## src/rtl/fft_pkg.sv

```systemverilog
// Shared FFT definitions: R2^2 twiddle multiplier map, ROM word layout and the
// round/saturate helper used by the complex multiplier.
package fft_pkg;

    // Multiplier m indexed by the two counter MSBs q: {0,2,1,3}[q]
    localparam logic [3:0][1:0] R22_MAP = {2'd3, 2'd1, 2'd2, 2'd0};

    // ROM word viewed as [1:0][TW_WIDTH-1:0]: cos in the upper field, -sin in the lower
    localparam logic COS_FIELD  = 1'b1;
    localparam logic NSIN_FIELD = 1'b0;

    localparam int unsigned ACC_W = 64;

    // Round half-up at bit 'frac', arithmetic shift, then clamp to a signed dw-bit range
    function automatic logic signed [ACC_W-1:0] round_sat(
        input logic signed [ACC_W-1:0] x,
        input int unsigned             frac,
        input int unsigned             dw
    );
        logic signed [ACC_W-1:0] half;
        logic signed [ACC_W-1:0] rnd;
        logic signed [ACC_W-1:0] hi;
        logic signed [ACC_W-1:0] lo;
        half = 64'sd1 <<< (frac - 1);
        rnd  = (x + half) >>> frac;
        hi   = (64'sd1 <<< (dw - 1)) - 64'sd1;
        lo   = -hi - 64'sd1;
        if (rnd > hi) begin
            return hi;
        end else if (rnd < lo) begin
            return lo;
        end
        return rnd;
    endfunction

endpackage

```

## src/rtl/twiddle_rotator_if.sv

```systemverilog
// Streaming sample / twiddle-ROM bus of the twiddle rotator stage.
interface twiddle_rotator_if #(
    parameter int unsigned DWIDTH   = 16,
    parameter int unsigned TW_WIDTH = 16,
    parameter int unsigned N_LOG    = 9
);
    logic                      i_valid;
    logic signed [DWIDTH-1:0]  i_re;
    logic signed [DWIDTH-1:0]  i_im;
    logic [N_LOG-1:0]          o_rom_addr;
    logic [2*TW_WIDTH-1:0]     i_rom_data;
    logic                      o_valid;
    logic                      o_sof;
    logic signed [DWIDTH-1:0]  o_re;
    logic signed [DWIDTH-1:0]  o_im;

    modport master (
        output i_valid, i_re, i_im, i_rom_data,
        input  o_rom_addr, o_valid, o_sof, o_re, o_im
    );

    modport slave (
        input  i_valid, i_re, i_im, i_rom_data,
        output o_rom_addr, o_valid, o_sof, o_re, o_im
    );
endinterface

```

## src/rtl/twiddle_rotator_complex_mult.sv

```systemverilog
// Complex sample x twiddle multiply: registered products, then combinational
// add/sub, rounding and saturation feeding the caller's output registers.
module complex_mult
    import fft_pkg::*;
#(
    parameter int unsigned DWIDTH   = 16,
    parameter int unsigned TW_WIDTH = 16
) (
    input  logic                     clk,
    input  logic                     rst,
    input  logic                     en,
    input  logic signed [DWIDTH-1:0] re,
    input  logic signed [DWIDTH-1:0] im,
    input  logic [2*TW_WIDTH-1:0]    w,
    output logic signed [DWIDTH-1:0] re_c,
    output logic signed [DWIDTH-1:0] im_c
);
    localparam int unsigned P_W = DWIDTH + TW_WIDTH;
    localparam int unsigned S_W = P_W + 1;

    logic [1:0][TW_WIDTH-1:0] w_f;
    logic signed [TW_WIDTH-1:0] cos_c;
    logic signed [TW_WIDTH-1:0] nsin_c;
    logic signed [P_W-1:0] p_rc, p_is, p_rs, p_ic;
    logic signed [S_W-1:0] sr_c, si_c;

    always_comb begin
        w_f    = w;
        cos_c  = w_f[COS_FIELD];
        nsin_c = w_f[NSIN_FIELD];
    end

    always_ff @(posedge clk or posedge rst) begin
        if (rst) begin
            p_rc <= '0;
            p_is <= '0;
            p_rs <= '0;
            p_ic <= '0;
        end else if (en) begin
            p_rc <= P_W'(re) * P_W'(cos_c);
            p_is <= P_W'(im) * P_W'(nsin_c);
            p_rs <= P_W'(re) * P_W'(nsin_c);
            p_ic <= P_W'(im) * P_W'(cos_c);
        end
    end

    // Full-width sums; the only precision loss is the final round
    always_comb begin
        sr_c = S_W'(p_rc) - S_W'(p_is);
        si_c = S_W'(p_rs) + S_W'(p_ic);
        re_c = DWIDTH'(round_sat(ACC_W'(sr_c), TW_WIDTH - 1, DWIDTH));
        im_c = DWIDTH'(round_sat(ACC_W'(si_c), TW_WIDTH - 1, DWIDTH));
    end
endmodule

```

## src/rtl/twiddle_rotator.sv

```systemverilog
// Twiddle-multiplication stage between R2^2 SDF butterfly pairs: sample counting,
// twiddle ROM addressing, pipeline alignment and trivial-twiddle bypass.
module twiddle_rotator
    import fft_pkg::*;
#(
    parameter int unsigned DWIDTH   = 16,
    parameter int unsigned TW_WIDTH = 16,
    parameter int unsigned N        = 512,
    parameter int unsigned N_LOG    = 9
) (
    input  logic        i_clk,
    input  logic        i_rst,
    twiddle_rotator_if.slave bus
);
    localparam int unsigned R_W    = N_LOG - 2;
    localparam int unsigned WORD_W = 2 * TW_WIDTH;

    logic [N_LOG-1:0] cnt;
    logic [N_LOG-1:0] addr_c;
    logic [1:0]       q_c;
    logic [R_W-1:0]   r_c;

    logic signed [DWIDTH-1:0] d0_re, d0_im, d1_re, d1_im, d2_re, d2_im;
    logic byp0, byp1, byp2;
    logic sof0, sof1, sof2;
    logic v0, v1, v2;
    logic [WORD_W-1:0] w1;
    logic signed [DWIDTH-1:0] cm_re_c, cm_im_c;

    always_comb begin
        q_c    = cnt[N_LOG-1 -: 2];
        r_c    = cnt[R_W-1:0];
        addr_c = N_LOG'(r_c) * N_LOG'(R22_MAP[q_c]);
    end

    // Sample counter, wraps at frame end
    always_ff @(posedge i_clk or posedge i_rst) begin
        if (i_rst) begin
            cnt <= '0;
        end else if (bus.i_valid) begin
            cnt <= (cnt == N_LOG'(N - 1)) ? '0 : cnt + N_LOG'(1);
        end
    end

    // S0: capture sample and issue ROM address; S1: capture ROM word
    always_ff @(posedge i_clk or posedge i_rst) begin
        if (i_rst) begin
            d0_re          <= '0;
            d0_im          <= '0;
            bus.o_rom_addr <= '0;
            byp0           <= 1'b0;
            sof0           <= 1'b0;
            v0             <= 1'b0;
            d1_re          <= '0;
            d1_im          <= '0;
            w1             <= '0;
            byp1           <= 1'b0;
            sof1           <= 1'b0;
            v1             <= 1'b0;
        end else begin
            v0 <= bus.i_valid;
            v1 <= v0;
            if (bus.i_valid) begin
                d0_re          <= bus.i_re;
                d0_im          <= bus.i_im;
                bus.o_rom_addr <= addr_c;
                byp0           <= (addr_c == '0);
                sof0           <= (cnt == '0);
            end
            if (v0) begin
                d1_re <= d0_re;
                d1_im <= d0_im;
                w1    <= bus.i_rom_data;
                byp1  <= byp0;
                sof1  <= sof0;
            end
        end
    end

    complex_mult #(
        .DWIDTH  (DWIDTH),
        .TW_WIDTH(TW_WIDTH)
    ) u_cmul (
        .clk (i_clk),
        .rst (i_rst),
        .en  (v1),
        .re  (d1_re),
        .im  (d1_im),
        .w   (w1),
        .re_c(cm_re_c),
        .im_c(cm_im_c)
    );

    // S2 side-band alignment with the products; S3 output registers with bypass
    always_ff @(posedge i_clk or posedge i_rst) begin
        if (i_rst) begin
            d2_re       <= '0;
            d2_im       <= '0;
            byp2        <= 1'b0;
            sof2        <= 1'b0;
            v2          <= 1'b0;
            bus.o_valid <= 1'b0;
            bus.o_sof   <= 1'b0;
            bus.o_re    <= '0;
            bus.o_im    <= '0;
        end else begin
            v2          <= v1;
            bus.o_valid <= v2;
            bus.o_sof   <= v2 & sof2;
            if (v1) begin
                d2_re <= d1_re;
                d2_im <= d1_im;
                byp2  <= byp1;
                sof2  <= sof1;
            end
            if (v2) begin
                bus.o_re <= byp2 ? d2_re : cm_re_c;
                bus.o_im <= byp2 ? d2_im : cm_im_c;
            end
        end
    end
endmodule

```

## src/flat_wrapper.sv

```systemverilog
// flat-port wrapper written by rule: the top's interface ports become plain ports
module twiddle_rotator_flat import fft_pkg::*;
#(
    parameter int unsigned DWIDTH   = 16,
    parameter int unsigned TW_WIDTH = 16,
    parameter int unsigned N        = 512,
    parameter int unsigned N_LOG    = 9
)
  (i_clk, i_rst, bus_i_valid, bus_i_re, bus_i_im, bus_i_rom_data, bus_o_rom_addr, bus_o_valid, bus_o_sof, bus_o_re, bus_o_im);
  twiddle_rotator_if #(.DWIDTH(DWIDTH), .TW_WIDTH(TW_WIDTH), .N_LOG(N_LOG)) bus_i ();
  input  logic i_clk;
  input  logic i_rst;
  input wire logic [$bits(bus_i.i_valid)-1:0] bus_i_valid;
  input wire logic [$bits(bus_i.i_re)-1:0] bus_i_re;
  input wire logic [$bits(bus_i.i_im)-1:0] bus_i_im;
  input wire logic [$bits(bus_i.i_rom_data)-1:0] bus_i_rom_data;
  output wire logic [$bits(bus_i.o_rom_addr)-1:0] bus_o_rom_addr;
  output wire logic [$bits(bus_i.o_valid)-1:0] bus_o_valid;
  output wire logic [$bits(bus_i.o_sof)-1:0] bus_o_sof;
  output wire logic [$bits(bus_i.o_re)-1:0] bus_o_re;
  output wire logic [$bits(bus_i.o_im)-1:0] bus_o_im;
  assign bus_i.i_valid = bus_i_valid;
  assign bus_i.i_re = bus_i_re;
  assign bus_i.i_im = bus_i_im;
  assign bus_i.i_rom_data = bus_i_rom_data;
  assign bus_o_rom_addr = bus_i.o_rom_addr;
  assign bus_o_valid = bus_i.o_valid;
  assign bus_o_sof = bus_i.o_sof;
  assign bus_o_re = bus_i.o_re;
  assign bus_o_im = bus_i.o_im;
  twiddle_rotator #(.DWIDTH(DWIDTH), .TW_WIDTH(TW_WIDTH), .N(N), .N_LOG(N_LOG)) u_core (.i_clk(i_clk), .i_rst(i_rst), .bus(bus_i));
endmodule
```

## config.mk

```make
export PLATFORM = sky130hd
export DESIGN_NAME = twiddle_rotator_flat
export DESIGN_NICKNAME = d
export VERILOG_FILES = /design/src/rtl/fft_pkg.sv /design/src/rtl/twiddle_rotator_if.sv /design/src/rtl/twiddle_rotator_complex_mult.sv /design/src/rtl/twiddle_rotator.sv /design/src/flat_wrapper.sv
export SDC_FILE = /design/constraint.sdc
export NUM_CORES = 2
export LEC_CHECK = 0
export BUFFER_PORTS_ARGS = -buffer_cell sky130_fd_sc_hd__buf_2
export CAP_MARGIN = 15
export CORE_UTILIZATION = 40
export CTS_CLUSTER_SIZE = 24
export DETAILED_ROUTE_END_ITERATION = 16
export GPL_TIMING_DRIVEN = 0
export SLEW_MARGIN = 20
export SYNTH_ARGS = -nofsm -noshare
export SYNTH_HDL_FRONTEND = slang
export SYNTH_SLANG_ARGS = --single-unit
```

## constraint.sdc

```tcl
create_clock -name i_clk -period 11.8 [get_ports i_clk]
set_input_delay 0.59 -clock i_clk [delete_from_list [all_inputs] [get_ports i_clk]]
set_output_delay 0.59 -clock i_clk [all_outputs]
set_load 0.05 [all_outputs]
```

==> metrics.txt <==
WP data arrival=between 9000 and 10000 ps; Clock Sinks=roughly 320; Crit Path Class=flop to flop; EDFF count, synth=0; Yosys Warn Count=0; PostCTS Resize Cnt=0; overall routed net length=roughly 190 mm; Layout fillers=around 13000; CP Capture Type=flop; post-synthesis register bit count=~320; Area Growth Syn to Fin=8.11%; Reg clk slew, reported paths=roughly 60 ps; worst path cell trace=clkbuf_1 -> clkbuf_1 -> nand2_1 -> inv_1 -> fa_1 -> fa_1 -> fa_1 -> fa_1 -> fa_1 -> inv_1 -> fa_1 -> inv_1 -> ha_1 -> and4_1 -> nand3_1 -> a211oi_1 -> o31a_1 -> and2_1 -> o21a_1 -> nor2_1 -> xnor2_1 -> mux2_2; Post-Syn Area=55100 um2; DR WL/cell=24.9 um; Most Frequent Cell on Critical Path=fa_1; Initial DRT Pass Iterations=7; via count=about 41000; Mapped Nets=~7300; WP buf/inv=5; status=finished clean; skew final=32.0 ps; DIE WIDTH=between 300 and 400 um; first-pass GRT wire length=about 290 mm; Core ar.=~140000 um2; worst path required time=around 12000 ps; # Post-CTS Setup Buffers=0; proportion of layout cells with a drive suffix above 1=0.0753; worst min-delay path class=input port to async pin; Via density=approximately 5.3; Netlist cell types=85; sequential-to-total area share from yosys stat=0.144; crit-path max cell delay=960 ps; Worst-Skew Late Latency=around 640 ps; Max Cap Viol=0; antenna violations before repair=24; Synth area leader=fa_1; min cycle time layout=between 8000 and 9000 ps; chip height=373 um; Tot GR Track Use=0.283; crit path max fanout=10; Post-synth top flop=dfrtp_1; # IOs=110; Mapped Cells=between 5000 and 6000; Synth async-reset ratio=1.00; final max-slew violation count=0; fmax=about 110 MHz; CTS Buf Count=40; Max clock buf depth=3; final core utilization=0.438; flip-flop and latch area=~7900 um2; Iter 0 DRT Violations=between 3000 and 4000; Rel. slew slack=0.121; Overflow after GRT=0; CP top delay family=adder cells; final routed DRC violation total=0; H-tree level count=2; Hold Buf Count CTS=0; Worst Max-Slew Pin Slew=roughly 1300 ps; area occupied by multi-input gates=approximately 42000 um2; CP Launch Type=flop; Layout Nets=7453; Fin. Hold Viols=0; # rows=~140; CTS tree=yes; Placer Congestion=between 0.9 and 1; setup violators final=0; Crit-path slowest cell=fa_1; R2R setup slack=about 2900 ps; Starting Density=0.405; # port buffers=between 100 and 150; top cell type's share of synthesized area=0.381; vias in the first global route=between 40000 and 50000; Final Cycle Share=0.758; Avg Cell Area, Syn=9.63 um2; RSZ-0062 raised after global routing=false; HPWL Detailed=154 mm; root buffer cell=clkbuf_16; ANT nets after route=0; Die Footprint=139000 um2; top cells by area, synth=fa_1 (38%), dfrtp_1 (14%), ha_1 (10%); largest net degree at the start of global routing=97
logic make-up after synthesis:
logic type	Yosys count	share of synthesized area
AO/OA/AOI/OAI	560	0.0656
XOR/XNOR	169	0.0269
adder cells (fa/ha/maj)	1510	0.486
buffers and inverters	1474	0.101
flip-flops	317	0.144
multiplexers	208	0.0423
AND/OR/NAND/NOR	1481	0.135
final timing paths:
kind	startpoint	endpoint	cells after the start
worst max-delay path	u_core.d1_im[15]	u_core.u_cmul.p_ic[29]	22
worst min-delay path	i_rst	u_core.bus.o_re[12]	2
worst max register to register	u_core.d1_im[15]	u_core.u_cmul.p_ic[29]	22
worst min register to register	u_core.v0	u_core.v1	0
max in group asynchronous	i_rst	u_core.w1[30]	4
min in group i_clk	bus_i_valid	u_core.v0	1
stage by stage:
stage / area (um2) / TNS (ps) / cells / hold WS [ps] / setup WS, ps
floorplan: 55100 / 0 / 5719 / 352 / 2440
global placement: 57900 / -639790 / 7609 / 357 / -2090
detailed placement: 58000 / 0 / 7614 / 361 / 2950
CTS: 59500 / 0 / 7688 / 20.8 / 2930
global route: 59500 / 0 / 7689 / 47.0 / 2690
finish: 59500 / 0 / 7706 / 25.8 / 2850
metal layers:
metal  routed length [um]  part of all wire  track usage
met5                  161           0.00084            0
met4                14500             0.075        0.176
met3                18100             0.094       0.0646
met2                82300              0.43        0.421
met1                76600              0.40        0.374
placed cells by master (no fill, tap or decap), types with 30 or more instances in the layout:
cell,synthesis,routed
and2_1,498,498
ha_1,461,461
a21o_1,66,66
clkbuf_2,0,30
nand2_1,573,573
clkbuf_1,245,219
nand2b_1,49,49
a211oi_1,33,33
nor2_1,164,164
a21oi_1,162,162
clkbuf_16,0,40
mux2_2,199,199
fa_1,1049,1049
buf_2,2,113
nor3_1,41,40
nand3_1,34,34
xor2_1,45,45
o21ai_0,131,131
dfrtp_1,317,317
xnor2_1,124,124
inv_1,1212,1211
nand3b_1,35,35
sequential cells by signal, indices dropped and copies added (netlist names), 9 cells and up:
signal and count:
u_core.d2_im 16, u_core.d0_re 16, u_core.u_cmul.p_ic 32, u_core.d0_im 16, u_core.w1 32, u_core.bus.o_re 16
u_core.bus.o_rom_addr 9, u_core.bus.o_im 16, u_core.u_cmul.p_is 32, u_core.d1_im 16, u_core.u_cmul.p_rc 32, u_core.d1_re 16
u_core.d2_re 16, u_core.cnt 9, u_core.u_cmul.p_rs 32
area by class of cell:
type	instances	area share
Antenna cell	17	0.000714
Buffer	261	0.0173
Clock buffer	53	0.0191
Clock inverter	21	0.00586
Inverter	1213	0.0766
Multi-Input combinational cell	3928	0.699
Sequential cell	317	0.133
Tap cell	1781	0.0374
Timing Repair Buffer	115	0.0109
cells in the mapped netlist (4+ instances only):
| cell type | n |
|---|---|
| clkbuf_1 | 245 |
| a211o_1 | 11 |
| nor2b_1 | 17 |
| nor3_1 | 41 |
| xnor2_1 | 124 |
| or2_2 | 4 |
| dfrtp_1 | 317 |
| and2_1 | 498 |
| a21o_1 | 66 |
| xor2_1 | 45 |
| o211ai_1 | 7 |
| o21ai_0 | 131 |
| a31oi_1 | 15 |
| mux2_2 | 199 |
| nand3b_1 | 35 |
| a21oi_1 | 162 |
| nand2_1 | 573 |
| nor2_1 | 164 |
| o22ai_1 | 18 |
| nand2b_1 | 49 |
| mux2i_1 | 9 |
| inv_1 | 1212 |
| o21a_1 | 19 |
| fa_1 | 1049 |
| nand3_1 | 34 |
| a2111oi_0 | 5 |
| and3_1 | 23 |
| buf_1 | 12 |
| or3_1 | 11 |
| o2bb2ai_1 | 4 |
| o31ai_1 | 14 |
| o21bai_1 | 18 |
| a211oi_1 | 33 |
| nand4_1 | 13 |
| ha_1 | 461 |
worst register-to-register path, delay by kind of cell, from the launching register on:
family / cells / cell delay (ps)
AO/OA/AOI/OAI: 3 / 1020
XOR/XNOR: 1 / 680
adder cells (fa/ha/maj): 7 / 3830
buffers and inverters: 5 / 1810
flip-flops: 1 / 320
multiplexers: 1 / 300
AND/OR/NAND/NOR: 5 / 930
Power is not shown: default switching activity piles up to over one toggle a cycle in this logic, so the estimate is an artifact.
